--- src/rtl/wb_port_arbiter.sv ---
// Write-port arbiter for the register file: shares one write port between the
// in-order WB stage and a buffered long-latency (MUL/DIV) result stream.
module wb_port_arbiter #(
  parameter int XLEN         = 32,
  parameter int DEPTH        = 2,
  parameter int STARVE_LIMIT = 4
) (
  input  logic            clk,
  input  logic            rst_n,
  input  logic            pipe_valid,
  input  logic            pipe_regwen,
  input  logic [4:0]      pipe_rd,
  input  logic [1:0]      pipe_WB_sel,
  output logic [1:0]      WB_sel,
  input  logic [XLEN-1:0] wb,
  input  logic            lu_valid,
  output logic            lu_ready,
  input  logic [4:0]      lu_rd,
  input  logic [XLEN-1:0] lu_data,
  output logic            pipe_stall,
  output logic            rf_we,
  output logic [4:0]      rf_rd,
  output logic [XLEN-1:0] rf_wdata
);

  localparam int PW = (DEPTH > 1) ? $clog2(DEPTH) : 1;
  localparam int CW = $clog2(DEPTH + 1);
  localparam int SW = $clog2(STARVE_LIMIT + 1);
  localparam logic [CW-1:0] DEPTH_C = CW'(DEPTH);
  localparam logic [SW-1:0] LIMIT_C = SW'(STARVE_LIMIT);

  typedef enum logic [1:0] {
    GRANT_NONE,
    GRANT_PIPE,
    GRANT_FIFO
  } grant_e;

  logic [4:0]      mem_rd_q   [DEPTH];
  logic [XLEN-1:0] mem_data_q [DEPTH];

  logic [PW-1:0]   wr_ptr_q, wr_ptr_d;
  logic [PW-1:0]   rd_ptr_q, rd_ptr_d;
  logic [CW-1:0]   count_q, count_d;
  logic [SW-1:0]   starve_q, starve_d;
  logic            rf_we_q, rf_we_d;
  logic [4:0]      rf_rd_q, rf_rd_d;
  logic [XLEN-1:0] rf_wdata_q, rf_wdata_d;

  logic   pipe_use;
  logic   fifo_empty;
  logic   fifo_full;
  logic   starved;
  logic   push;
  logic   push_store;
  logic   pop;
  grant_e grant;

  assign WB_sel     = pipe_WB_sel;
  assign pipe_use   = pipe_valid & pipe_regwen & (pipe_rd != 5'd0);
  assign fifo_empty = (count_q == '0);
  assign fifo_full  = (count_q == DEPTH_C);
  assign starved    = (starve_q == LIMIT_C);

  // Gated by rst_n so the unit never sees a handshake while the block is held in reset.
  assign lu_ready   = rst_n & ~fifo_full;
  assign push       = lu_valid & lu_ready;
  assign push_store = push & (lu_rd != 5'd0);

  // Port ownership; built only from registered FIFO state and pipe_use, never lu_valid.
  always_comb begin
    grant      = GRANT_NONE;
    pipe_stall = 1'b0;
    if (fifo_empty) begin
      if (pipe_use) grant = GRANT_PIPE;
    end else if (!pipe_use) begin
      grant = GRANT_FIFO;
    end else if (!starved) begin
      grant = GRANT_PIPE;
    end else begin
      grant      = GRANT_FIFO;
      pipe_stall = 1'b1;
    end
  end

  assign pop = (grant == GRANT_FIFO);

  always_comb begin
    wr_ptr_d = wr_ptr_q;
    rd_ptr_d = rd_ptr_q;
    count_d  = count_q;
    if (push_store) wr_ptr_d = wr_ptr_q + PW'(1);
    if (pop)        rd_ptr_d = rd_ptr_q + PW'(1);
    case ({push_store, pop})
      2'b10:   count_d = count_q + CW'(1);
      2'b01:   count_d = count_q - CW'(1);
      default: count_d = count_q;
    endcase
  end

  // A non-empty FIFO that is not popped has lost the port to the pipeline this cycle.
  always_comb begin
    starve_d = starve_q;
    if (pop || fifo_empty) begin
      starve_d = '0;
    end else if (!starved) begin
      starve_d = starve_q + SW'(1);
    end
  end

  always_comb begin
    rf_we_d    = 1'b0;
    rf_rd_d    = rf_rd_q;
    rf_wdata_d = rf_wdata_q;
    case (grant)
      GRANT_PIPE: begin
        rf_we_d    = 1'b1;
        rf_rd_d    = pipe_rd;
        rf_wdata_d = wb;
      end
      GRANT_FIFO: begin
        rf_we_d    = 1'b1;
        rf_rd_d    = mem_rd_q[rd_ptr_q];
        rf_wdata_d = mem_data_q[rd_ptr_q];
      end
      default: begin
        rf_we_d = 1'b0;
      end
    endcase
  end

  always_ff @(posedge clk or negedge rst_n) begin
    if (!rst_n) begin
      wr_ptr_q   <= '0;
      rd_ptr_q   <= '0;
      count_q    <= '0;
      starve_q   <= '0;
      rf_we_q    <= 1'b0;
      rf_rd_q    <= 5'd0;
      rf_wdata_q <= '0;
    end else begin
      wr_ptr_q   <= wr_ptr_d;
      rd_ptr_q   <= rd_ptr_d;
      count_q    <= count_d;
      starve_q   <= starve_d;
      rf_we_q    <= rf_we_d;
      rf_rd_q    <= rf_rd_d;
      rf_wdata_q <= rf_wdata_d;
    end
  end

  // Storage is left unreset; validity is tracked entirely by the pointers and count.
  always_ff @(posedge clk) begin
    if (push_store) begin
      mem_rd_q[wr_ptr_q]   <= lu_rd;
      mem_data_q[wr_ptr_q] <= lu_data;
    end
  end

  assign rf_we    = rf_we_q;
  assign rf_rd    = rf_rd_q;
  assign rf_wdata = rf_wdata_q;

endmodule

--- config.mk ---
export PLATFORM = sky130hd
export DESIGN_NAME = wb_port_arbiter
export DESIGN_NICKNAME = d
export VERILOG_FILES = /design/src/rtl/wb_port_arbiter.sv
export SDC_FILE = /design/constraint.sdc
export NUM_CORES = 1
export LEC_CHECK = 0
export BUFFER_PORTS_ARGS = -buffer_cell sky130_fd_sc_hd__buf_2
export CAP_MARGIN = 15
export CORE_MARGIN = 5
export CORE_UTILIZATION = 30
export CTS_BUF_LIST = sky130_fd_sc_hd__clkbuf_8
export CTS_CLUSTER_DIAMETER = 40
export DETAILED_ROUTE_END_ITERATION = 16
export HOLD_SLACK_MARGIN = 0.15
export PLACE_DENSITY = 0.56
export SYNTH_ARGS = -nofsm -noshare
export SYNTH_HDL_FRONTEND = slang
export SYNTH_SLANG_ARGS = --single-unit
export TNS_END_PERCENT = 50
--- constraint.sdc ---
create_clock -name clk -period 6.85 [get_ports clk]
set_input_delay 1.37 -clock clk [delete_from_list [all_inputs] [get_ports clk]]
set_output_delay 1.37 -clock clk [all_outputs]
set_load 0.02 [all_outputs]
# --- After elaboration in Yosys (flattened, before gate mapping) ---
# Memories as Yosys holds them, arrays and structs flattened.
# Index checks and enable logic that the tools add are counted.
# W data, S select, Z words.
totals:
  register_bits: 45
  elab_cells: 49
  ram_bits: 74
  n_memories: 2
  output_inout_bits: 42
  input_bits: 81
op_classes:
  reduce_logical: 7
  add_sub_neg: 5
  n_eq_ne: 7
  bitwise: 6
  mux: 15
memory_table:
  columns: ["name", "words", "word_bits", "read_ports", "rd_ports_with_merged_regs", "wr", "line_no", "rtl"]
  rows:
  - ["mem_data_q", 2, 32, 1, 0, 1, "39", "logic [XLEN-1:0] mem_data_q [DEPTH];"]
  - ["mem_rd_q", 2, 5, 1, 0, 1, "38", "logic [4:0] mem_rd_q [DEPTH];"]
op_table:
  columns: ["op", "count"]
  rows:
  - ["$pmux W32 S2", 1]
  - ["$pmux W5 S2", 1]
  - ["$reduce_bool A5 Y1", 2]
  - ["$mux W1", 7]
  - ["$eq A2 B2 Y1 const B", 3]
  - ["$mux W2", 3]
  - ["$mux W3", 2]
  - ["$and A1 B1 Y1", 5]
  - ["$eq A2 B1 Y1 const B", 2]
  - ["$pmux W2 S2", 1]
  - ["$reduce_bool A2 Y1", 2]
  - ["$add A3 B1 Y3 const B", 1]
  - ["$eq A3 B3 Y1 const B", 1]
  - ["$add A1 B1 Y1 const B", 2]
  - ["$add A2 B1 Y2 const B", 1]
  - ["$logic_not A2 Y1", 1]
  - ["$ne A2 B1 Y1 const B", 1]
  - ["$reduce_or A2 Y1", 1]
  - ["$sub A2 B1 Y2 const B", 1]
  - ["$logic_or A1 B1 Y1", 1]
  - ["$not A1 Y1", 1]

# --- Logic depth before layout (Yosys ltp) ---
# Gate-level depths: netlist (run 1).
logic_depth:
  word_depth: 7
  ltp_mapped: 10
  depth_no_buf: 9

# --- Worst setup path after synthesis (run 1) ---
# OpenSTA, ideal clock, no wires.
synth_timing:
  path_kind: "input to register"
  start: "input port rst_n"
  end: "memory mem_data_q[0][0], enable pin"
  required_ns: 6.414
  path_stages: 3
  setup_slack_ns: 2.475
  arrival_ns: 3.939
  cell_sequence: "a21boi_0 -> o211a_1 -> nor2b_1"
synth_via:
  elab_chain_cells: 5
synth_lines:
  columns: ["element", "line_no", "rtl"]
  rows:
  - ["start, declared", "9", "input logic rst_n,"]
  - ["$and A1 B1 Y1", "65", "assign lu_ready = rst_n & ~fifo_full;"]
  - ["$and A1 B1 Y1", "66", "assign push = lu_valid & lu_ready;"]
  - ["$and A1 B1 Y1", "67", "assign push_store = push & (lu_rd != 5'd0);"]
  - ["$mux W1", "153", "if (push_store) begin"]
  - ["$mux W1 (implied by the code)", "155", "mem_data_q[wr_ptr_q] <= lu_data;"]
  - ["end, declared", "39", null]
# No other way between the ends.

# --- Worst setup path in the final report (run 1) ---
layout_timing:
  start: "input port pipe_rd[0]"
  end: "output port pipe_stall"
layout_via:
  elab_chain_cells: 4
layout_lines:
  columns: ["element", "line_no", "rtl"]
  rows:
  - ["start, declared", "12", "input logic [4:0] pipe_rd,"]
  - ["$reduce_bool A5 Y1", "59", "assign pipe_use = pipe_valid & pipe_regwen & (pipe_rd != 5'd0);"]
  - ["$and A1 B1 Y1", "59", null]
  - ["$mux W1", "75", "end else if (!pipe_use) begin"]
  - ["$mux W1", "73", "if (fifo_empty) begin"]
  - ["end, declared", "20", "output logic pipe_stall,"]
# No other way between the ends.

==> metrics.md, run 1 <==
| Metric | Value |
|---|---|
| Yosys cell types | `31` |
| Hold Slack | `~480 ps` |
| Synth Area in Simple Gates | `4.65%` |
| Worst-Margin Slew | `1160 ps` |
| CTS Buffer Depth | `2` |
| Worst VDD drop | `0.000113 V` |
| Leak | `around 2.6 nW` |
| Post-DP HPWL | `slightly above 7000 um` |
| CTS tree | `done` |
| # Max-Cap Violations | `0` |
| Htree depth | `4` |
| Antenna violations before repair | `0` |
| Antenna Violating Nets Remaining | `0` |
| Synthesized instance count | `319` |
| Avg Cell Area, Syn | `between 15 and 20 um2` |
| Core area | `about 16000 um2` |
| Clk root buf | `clkbuf_8` |
| FMAX | `about 0.25 GHz` |
| Worst setup EP type | `output pin` |
| Share of cells above drive strength 1 | `between 40% and 50%` |
| IO buf count | `between 100 and 150` |
| Global route total overflow | `0` |
| Yosys warning total | `0` |
| CP max stage cell | `or4_4` |
| Synth top area share | `around 45%` |
| First-pass DRT Iterations | `4` |
| Post-CTS sizing | `0` |
| Skew final | `around 8.4 ps` |
| Largest family of logic cells by synthesized area | `compound AO/OA/AOI/OAI gates` |
| Startpoint types | `primary input` |
| GPL Wtd Cong | `between 0.7 and 0.8` |
| Vias per cell | `approximately 4.4` |
| Top cells by area, synth | `edfxtp_1, dfrtp_1, a221oi_2, mux2i_1, inv_1` |
| Status | `complete, no violations` |
| Critical path buffers and inverters | `2` |
| GR Util All Layers | `a little under an eighth` |
| Post CTS Setup Buffer Count | `0` |
| Compound-Gate Fraction of Synth Area | `around 11%` |
| Global-route wire length before repair | `roughly 16000 um` |
| Rel. slew slack | `a little under a quarter` |
| CP required | `5480 ps` |
| Avg WL per Cell | `approximately 16 um` |
| Initial Util | `a little under a third` |
| Initial drt markers | `131` |
| Die ar. | `19000 um2` |
| Asr flop ratio synth | `37.8%` |
| Worst Path Arrival | `~2600 ps` |
| Reg clk slew, reported paths | `70 ps` |
| Sink Count | `about 120` |
| Crit path max fanout | `3` |
| Clock Latency Late Sink | `approximately 440 ps` |
| Synth-to-layout area growth | `23.3%` |
| Cell repeated most along the worst path | `buf_2` |
| CTS buffer count | `17` |
| WS Path Type | `in -> out` |
| Number of global-route vias before repair | `3117` |
| WL final | `10500 um` |
| Slew Limit Fails | `0` |
| Xor and xnor area share after synthesis | `roughly 1.1%` |
| Final hold violation count | `0` |
| Pin count of the biggest net entering global routing | `47` |
| Chip Width | `138 um` |
| Vias | `between 2000 and 3000` |
| Largest area contributor in the netlist | `edfxtp_1` |
| Top_reg_cell synth | `edfxtp_1` |
| # IOs | `123` |
| Ant diodes | `0` |
| CP Cell Sequence | `buf_2 > or4_4 > or2_1 > nand2_1 > nor2_1 > buf_2` |
| RSZ-0062 raised after global routing | `false` |
| Top delay family on crit path | `simple AND/OR/NAND/NOR gates` |
| Total nets after synthesis | `~400` |
| Post-synthesis adder-cell area fraction | `less than 1%` |
| Setup TNS Final | `0 ps` |
| Fin crit share | `between 50 and 60%` |
| Die height | `138 um` |
| Post-CTS Hold Buffers | `0` |
| Mux cell area share after synthesis | `around 7.6%` |
| Worst hold path type | `reg -> reg` |
| Delay of the slowest critical-path stage | `approximately 560 ps` |
| Drt drc | `0` |
| Filler Cell Count | `1569` |
| Power Dens Cells | `about 410 nW/um2` |
| Final setup fails | `0` |
| Register area share after synthesis | `68.3%` |
| Post-synthesis instance area | `4900 um2` |
| Final Critical Period | `approximately 4000 ps` |
| Number of synthesized flops with an enable pin | `74` |
| Row count | `46` |
| Synthesized flop and latch total | `119` |
| Nets | `around 530` |
worst reg2reg max path, stage by stage, from the launching register on:
cell	delay, ps
dfrtp_1	400
inv_1	70
ha_1	160
nand2_1	70
o211ai_2	110
and2b_2	600
buf_4	430
ha_1	330
nor2_1	140
xor2_1	140
power breakdown:
part | total [mW] | internal, mW | leakage, nW | switching (mW)
registers | 1.10 | 0.952 | 1.19 | 0.144
clock network | 0.630 | 0.353 | 0.192 | 0.277
logic | 0.777 | 0.316 | 1.21 | 0.460
cell usage after synthesis (2+ instances only):
master and count:
ha_1 3, nor3_1 2, a221oi_2 25, buf_2 2, buf_12 2, edfxtp_1 74
dfrtp_1 45, a221oi_1 12, nor2_1 40, mux2i_1 37, xnor2_1 3, xor2_1 3
nand2_1 2, and2_1 2, inv_1 42, clkbuf_1 3, buf_4 6, buf_6 3
cell families after synthesis:
group	count (synthesis)
adder cells (fa/ha/maj)	3
XOR/XNOR	6
multiplexers	37
AO/OA/AOI/OAI	43
flip-flops	119
buffers and inverters	59
AND/OR/NAND/NOR	52
sequential cells by signal, indices dropped and copies added, names as in the netlist:
| register | count |
|---|---|
| rf_wdata | 32 |
| count_q | 2 |
| mem_data_q | 64 |
| mem_rd_q | 10 |
| wr_ptr_q | 1 |
| starve_q | 3 |
| rd_ptr_q | 1 |
| rf_rd | 5 |
| rf_we | 1 |
cells in the final DEF, fill, tap and decap left out, types with 2 or more instances in the layout:
master      Yosys  final
dfrtp_1        45     44
xor2_1          3      3
buf_2           2    118
mux2i_1        37     37
inv_1          42     42
nand2_1         2      2
clkbuf_8        0     17
xnor2_1         3      3
nor3_1          2      2
clkinv_2        0      5
ha_1            3      3
bufinv_16       0      3
a221oi_1       12     12
clkinv_1        0      2
buf_4           6      3
nor2_1         40     40
clkinvlp_4      0      4
edfxtp_1       74     74
a221oi_2       25     25
per-layer routing:
| metal | vias up | track usage [%] | routed length [um] |
|---|---|---|---|
| li1 | 1407 | - | - |
| met1 | 1443 | 13.6 | 4510 |
| met2 | 90 | 18.4 | 5160 |
| met3 | 19 | 4.42 | 676 |
| met4 | 0 | 4.61 | 189 |
| met5 | - | 0 | 0 |
stage by stage:
step                power, mW  cells  cell area [um2]  setup WS, ps  utilization, %
floorplan                1.67    319             4900          2480               -
finish                   2.50    671             6040          2890            37.9
global placement         1.89    639             5650          2900            35.4
global route             2.65    671             6040          2790            37.9
CTS                      2.55    671             6040          2890            37.9
detailed placement       1.91    639             5650          2790            35.4
final timing paths:
kind	from	to	slack (ps)	depth (start not counted)
setup / recovery	pipe_rd[0]	pipe_stall	2890	6
hold / removal	starve_q[0]$_DFFE_PN0P_	starve_q[0]$_DFFE_PN0P_	480	1
setup reg to reg	starve_q[0]$_DFFE_PN0P_	count_q[1]$_DFFE_PN0P_	4320	9
hold reg to reg	starve_q[0]$_DFFE_PN0P_	starve_q[0]$_DFFE_PN0P_	480	1
max in group asynchronous	rst_n	rd_ptr_q$_DFFE_PN0N_	5340	2
min in group asynchronous	rst_n	rf_wdata[24]$_DFFE_PN0P_	1010	2
final cells by class:
type                            instances  area, um2  share of cell area [%]
Clock buffer                           17        234                    3.87
Clock inverter                         15        161                    2.67
Inverter                               42        158                    2.61
Multi-Input combinational cell        141       1250                    20.8
Sequential cell                       119       3350                    55.4
Tap cell                              216        270                    4.47
Timing Repair Buffer                  121        613                    10.1
No activity file was read; power rests on OpenSTA's default activity.
==> inputs of run 2 (changes only) <==
==> constraint.sdc (replaced) <==
create_clock -name clk -period 4.1 [get_ports clk]
set_input_delay 0.82 -clock clk [delete_from_list [all_inputs] [get_ports clk]]
set_output_delay 0.82 -clock clk [all_outputs]
set_load 0.02 [all_outputs]
==> run 2 against run 1 <==
Compared with the run above:
- clock skew rose by 0.87 ps
- critical path type unchanged
- non-clock buffer count increased by 3
- via count rose by 0.51%
- highest routed layer unchanged
- largest power group unchanged
==> metrics.md, run 2 (same netlist as run 1, synthesis figures left out) <==
| Metric | Value |
|---|---|
| Fin crit share | `a little over two thirds` |
| Final setup fails | `0` |
| CP required | `3280 ps` |
| Row count | `46` |
| Power Internal | `slightly below 3 mW` |
| Status | `complete, no violations` |
| Met3 wire length | `~730 um` |
| Setup crit end | `pipe_stall` |
| Met2 WL | `between 5000 and 6000 um` |
| Antenna violations before repair | `1` |
| Worst setup EP type | `output pin` |
| Reg clk slew, reported paths | `approximately 60 ps` |
| # IOs | `~120` |
| Power Dens Cells | `714 nW/um2` |
| CTS Buffer Depth | `2` |
| RSZ-0062 raised after global routing | `false` |
| Synth-to-layout area growth | `25.4%` |
| Global route total overflow | `0` |
| Wire length on met1 | `around 4800 um` |
| Max FFs per register | `between 60 and 70` |
| Combinational power share | `between 30% and 40%` |
| IO buf count | `~120` |
| Vias per cell | `roughly 4.4` |
| Initial drt markers | `roughly 100` |
| FMAX | `about 0.35 GHz` |
| WL final | `10900 um` |
| Drt drc | `0` |
| Post-DP HPWL | `7380 um` |
| CTS buffer count | `17` |
| # Max-Cap Violations | `0` |
| Leak | `between 2 and 3 nW` |
| Die height | `about 140 um` |
| Avg WL per Cell | `16.1 um` |
| GR Util All Layers | `between 10% and 20%` |
| Crit path max fanout | `3` |
| Fin area | `roughly 6100 um2` |
| Commonest non-fill, non-tap cell in the layout | `buf_2` |
| Worst VDD drop | `0.000230 V` |
| Antenna Violating Nets Remaining | `0` |
| WS Path Type | `in -> out` |
| Startpoint types | `primary input` |
| Slew Limit Fails | `0` |
| Sink Count | `119` |
| Setup TNS Final | `0 ps` |
| Core area | `15900 um2` |
| Number of global-route vias before repair | `roughly 3200` |
| Chip Width | `138 um` |
| Sw power | `between 1 and 1.5 mW` |
| Pin count of the biggest net entering global routing | `46` |
| Clk root buf | `clkbuf_8` |
| CTS tree | `done` |
| Top reg by flops | `mem_data_q` |
| Reg power frac | `about 40%` |
| Worst-Margin Slew | `approximately 950 ps` |
| Post-CTS sizing | `0` |
| Vias | `2974` |
| Most frequent cells in the layout | `buf_2, edfxtp_1, inv_1` |
| Worst hold path type | `reg -> reg` |
| Clock Latency Late Sink | `about 430 ps` |
| Final hold violation count | `0` |
| Htree depth | `4` |
| Clock power share | `between 20% and 30%` |
| GPL Wtd Cong | `just over 0.7` |
| R2R Path End | `mem_data_q[1][10]$_DFFE_PP_` |
| Ant diodes | `0` |
| Crit. Startpoint | `pipe_rd[0]` |
| Final Critical Period | `roughly 2900 ps` |
| R2R setup slack | `1840 ps` |
| DP Area | `approximately 5700 um2` |
| Skew final | `slightly above 9 ps` |
| First-pass DRT Iterations | `4` |
| Worst reg2reg startpoint | `count_q[0]$_DFFE_PN0P_` |
| Share of cells above drive strength 1 | `between 40% and 50%` |
| Global-route wire length before repair | `about 17000 um` |
| Rel. slew slack | `a little under two fifths` |
| Initial Util | `between 30% and 40%` |
| Nets | `around 530` |
| Top sig layer | `met4` |
| Post CTS Setup Buffer Count | `0` |
| Post-CTS Hold Buffers | `0` |
| Worst Path Arrival | `2050 ps` |
| Die ar. | `about 19000 um2` |
| FF-to-FF path depth | `4` |
| Sw frac | `approximately a third` |
[run 2: layer usage]
metal  track usage [%]  vias up
li1                  -     1418
met3              4.64       19
met4              4.94        0
met5                 0        -
met1              15.0     1449
met2              18.8       88
[run 2: critical path, cell delays in order]
cell and delay [ps]:
buf_2 110, or4_4 570, or2_1 270, nand2_1 70, nor2_1 40, buf_2 160
[run 2: power by group through the flow]
stage	Clock (mW)	Sequential (mW)	Combinational [mW]
after global routing	1.32	1.77	1.55
after floorplan	0	1.97	0.819
after global placement	0	1.75	1.41
after detailed placement	0	1.76	1.45
after CTS	1.27	1.74	1.45
final	1.23	1.73	1.42
[run 2: worst min path at each step]
stage / slack, ps / cells after the start / to / from
6_report: 480 / 1 / starve_q[0]$_DFFE_PN0P_ / starve_q[0]$_DFFE_PN0P_
5_1_grt: 520 / 1 / starve_q[0]$_DFFE_PN0P_ / starve_q[0]$_DFFE_PN0P_
4_1_cts: 480 / 1 / starve_q[0]$_DFFE_PN0P_ / starve_q[0]$_DFFE_PN0P_
3_5_place_dp: 470 / 1 / starve_q[0]$_DFFE_PN0P_ / starve_q[0]$_DFFE_PN0P_
3_3_place_gp: 450 / 1 / starve_q[0]$_DFFE_PN0P_ / starve_q[0]$_DFFE_PN0P_
2_1_floorplan: 440 / 1 / starve_q[0]$_DFFE_PN0P_ / starve_q[0]$_DFFE_PN0P_
[run 2: through the flow]
stage | utilization [%] | std cells | hold WS (ps) | power (mW) | worst slack (ps)
after floorplan | - | 319 | 440 | 2.79 | 275
after global placement | 35.6 | 642 | 455 | 3.17 | 1160
after detailed placement | 35.6 | 642 | 473 | 3.21 | 1070
after CTS | 38.5 | 674 | 482 | 4.45 | 1230
after global routing | 38.5 | 674 | 516 | 4.64 | 1170
final | 38.5 | 674 | 482 | 4.38 | 1230
[run 2: layout make-up]
type,count,area [um2]
clock buffer,18,248
sequential,119,3350
inverter,42,158
multi-input combinational,141,1250
clock inverter,14,214
fill,1558,9800
tap,216,270
timing repair buffer,124,648
==> inputs of run 3 (changes only) <==
==> constraint.sdc (replaced) <==
create_clock -name clk -period 2.9 [get_ports clk]
set_input_delay 0.58 -clock clk [delete_from_list [all_inputs] [get_ports clk]]
set_output_delay 0.58 -clock clk [all_outputs]
set_load 0.02 [all_outputs]
==> run 3 against run 2 <==
Compared with the run above:
- via count shrank 1.6%
- largest power group unchanged
- worst setup slack got worse by 730 ps
- first-iteration DRC count grew 13%
- register-to-register slack worse by 1300 ps
- final cell count rose by 0.15%
- largest cell class unchanged
==> metrics.md, run 3 (same netlist as run 1, synthesis figures left out) <==
| Metric | Value |
|---|---|
| Worst Path Arrival | `between 1500 and 2000 ps` |
| Skew final | `approximately 9.7 ps` |
| Rel. slew slack | `37.3%` |
| Slew Limit Fails | `0` |
| Vias per cell | `~4.3` |
| Initial drt markers | `about 120` |
| Crit path max fanout | `3` |
| Top reg by flops | `mem_data_q` |
| First-pass DRT Iterations | `4` |
| FF/Latch Area | `~3300 um2` |
| Most frequent cells in the layout | `buf_2, edfxtp_1, dfrtp_1` |
| Final Critical Period | `approximately 2400 ps` |
| CTS tree | `done` |
| Fin crit share | `between 80 and 90%` |
| R2R setup slack | `approximately 570 ps` |
| Sw power | `~2.1 mW` |
| Ant diodes | `0` |
| Htree depth | `4` |
| CTS buffer count | `17` |
| Post-DP HPWL | `7060 um` |
| Sink Count | `~120` |
| Antenna Violating Nets Remaining | `0` |
| Crit. Startpoint | `pipe_rd[0]` |
| Reg power frac | `about two fifths` |
| Global-route wire length before repair | `between 15000 and 20000 um` |
| Combinational power share | `33.4%` |
| Avg WL per Cell | `between 15 and 20 um` |
| Power Internal | `roughly 3.9 mW` |
| Number of global-route vias before repair | `between 3000 and 4000` |
| Leak | `2.63 nW` |
| Final hold violation count | `0` |
| Die height | `between 100 and 150 um` |
| Clk root buf | `clkbuf_8` |
| Power Dens Cells | `about 1000 nW/um2` |
| Row count | `46` |
| Hold Slack | `around 300 ps` |
| Nets | `530` |
| Post-CTS Hold Buffers | `0` |
| Drt drc | `0` |
| Post-CTS sizing | `0` |
| Worst setup EP type | `output pin` |
| RSZ-0062 raised after global routing | `false` |
| Clock power share | `25.0%` |
| Vias | `about 2900` |
| Filler Cell Count | `1586` |
| WL final | `approximately 10000 um` |
| Antenna violations before repair | `0` |
| Chip Width | `about 140 um` |
| Reg clk slew, reported paths | `70 ps` |
| Initial Util | `slightly above 30%` |
| IO buf count | `between 100 and 150` |
| Global route total overflow | `0` |
| # Max-Cap Violations | `0` |
| Final setup fails | `0` |
| Commonest non-fill, non-tap cell in the layout | `buf_2` |
| Pin count of the biggest net entering global routing | `46` |
| Worst setup margin | `about 500 ps` |
| Die ar. | `between 15000 and 20000 um2` |
| DP Worst Slack | `329 ps` |
| CTS Buffer Depth | `2` |
| Max FFs per register | `64` |
| Post CTS Setup Buffer Count | `0` |
| # IOs | `123` |
| Multi-input logic area | `roughly 1300 um2` |
| Core area | `between 15000 and 20000 um2` |
| Setup TNS Final | `0 ps` |
| Startpoint types | `primary input` |
| GPL Wtd Cong | `~0.73` |
| Power, Total | `~6 mW` |
| GR Util All Layers | `between 10% and 20%` |
| Worst reg2reg startpoint | `count_q[0]$_DFFE_PN0P_` |
| Share of cells above drive strength 1 | `41.0%` |
| Status | `complete, no violations` |
| FMAX | `roughly 0.42 GHz` |
| Worst VDD drop | `~0.00029 V` |
| Sw frac | `around a third` |
| WS Path Type | `in -> out` |
| Worst hold path type | `in -> async` |
| Synth-to-layout area growth | `24.7%` |
| Worst-Margin Slew | `941 ps` |
| CP required | `between 2000 and 2500 ps` |
| Core Util, Final | `between 30% and 40%` |
| Clock Latency Late Sink | `about 430 ps` |
==> run 3: changes by cell type in the layout (fill, tap and decap cells not counted), sizes merged <==
cell,previous run,this run
clkbuf,18,17
inv,46,42
bufinv,6,3
clkinv,4,8
buf,124,125
clkinvlp,0,4
==> run 3: critical path, stage by stage <==
cell	delay, ps
buf_2	100
or4_4	570
or2_1	280
nand2_1	70
nor2_1	40
buf_2	170
==> run 3: area by class of cell <==
cell class	instances	share of cell area (%)
multi-input cells	141	20.5
well taps	216	4.42
inverters	42	2.58
clock inverters	15	2.64
flip-flops and latches	119	54.8
repair buffers	125	11.1
clock buffers	17	3.83
==> run 3: worst paths after layout <==
| check | endpoint | cells past startpoint |
|---|---|---|
| min reg2reg | starve_q[0]$_DFFE_PN0P_ | 1 |
| max in group asynchronous | rd_ptr_q$_DFFE_PN0N_ | 2 |
| min | starve_q[2]$_DFFE_PN0P_ | 2 |
| min in group clk | mem_data_q[0][6]$_DFFE_PP_ | 1 |
| max | pipe_stall | 6 |
| max reg2reg | mem_data_q[0][22]$_DFFE_PP_ | 5 |
==> run 3: metrics by stage <==
step	cells	instance area [um2]
detailed placement	643	5710
global route	675	6110
finish	675	6110
global placement	643	5710
floorplan	319	4900
CTS	675	6110
==> run 3: per-layer routing <==
| metal | track usage, % | vias to the layer above | share of wire (%) |
|---|---|---|---|
| li1 | - | 1432 | - |
| met1 | 14.0 | 1398 | 43 |
| met2 | 18.8 | 86 | 49 |
| met3 | 5.00 | 9 | 7.1 |
| met4 | 3.46 | 0 | 1.0 |
| met5 | 0 | - | 0 |
==> run 3: power groups by stage <==
stage	clock, mW	combinational (mW)	sequential, mW
floorplan	0	1.16	2.79
global placement	0	2.00	2.50
detailed placement	0	2.03	2.52
CTS	1.54	2.04	2.49
global route	1.62	2.17	2.53
finish	1.48	1.98	2.48
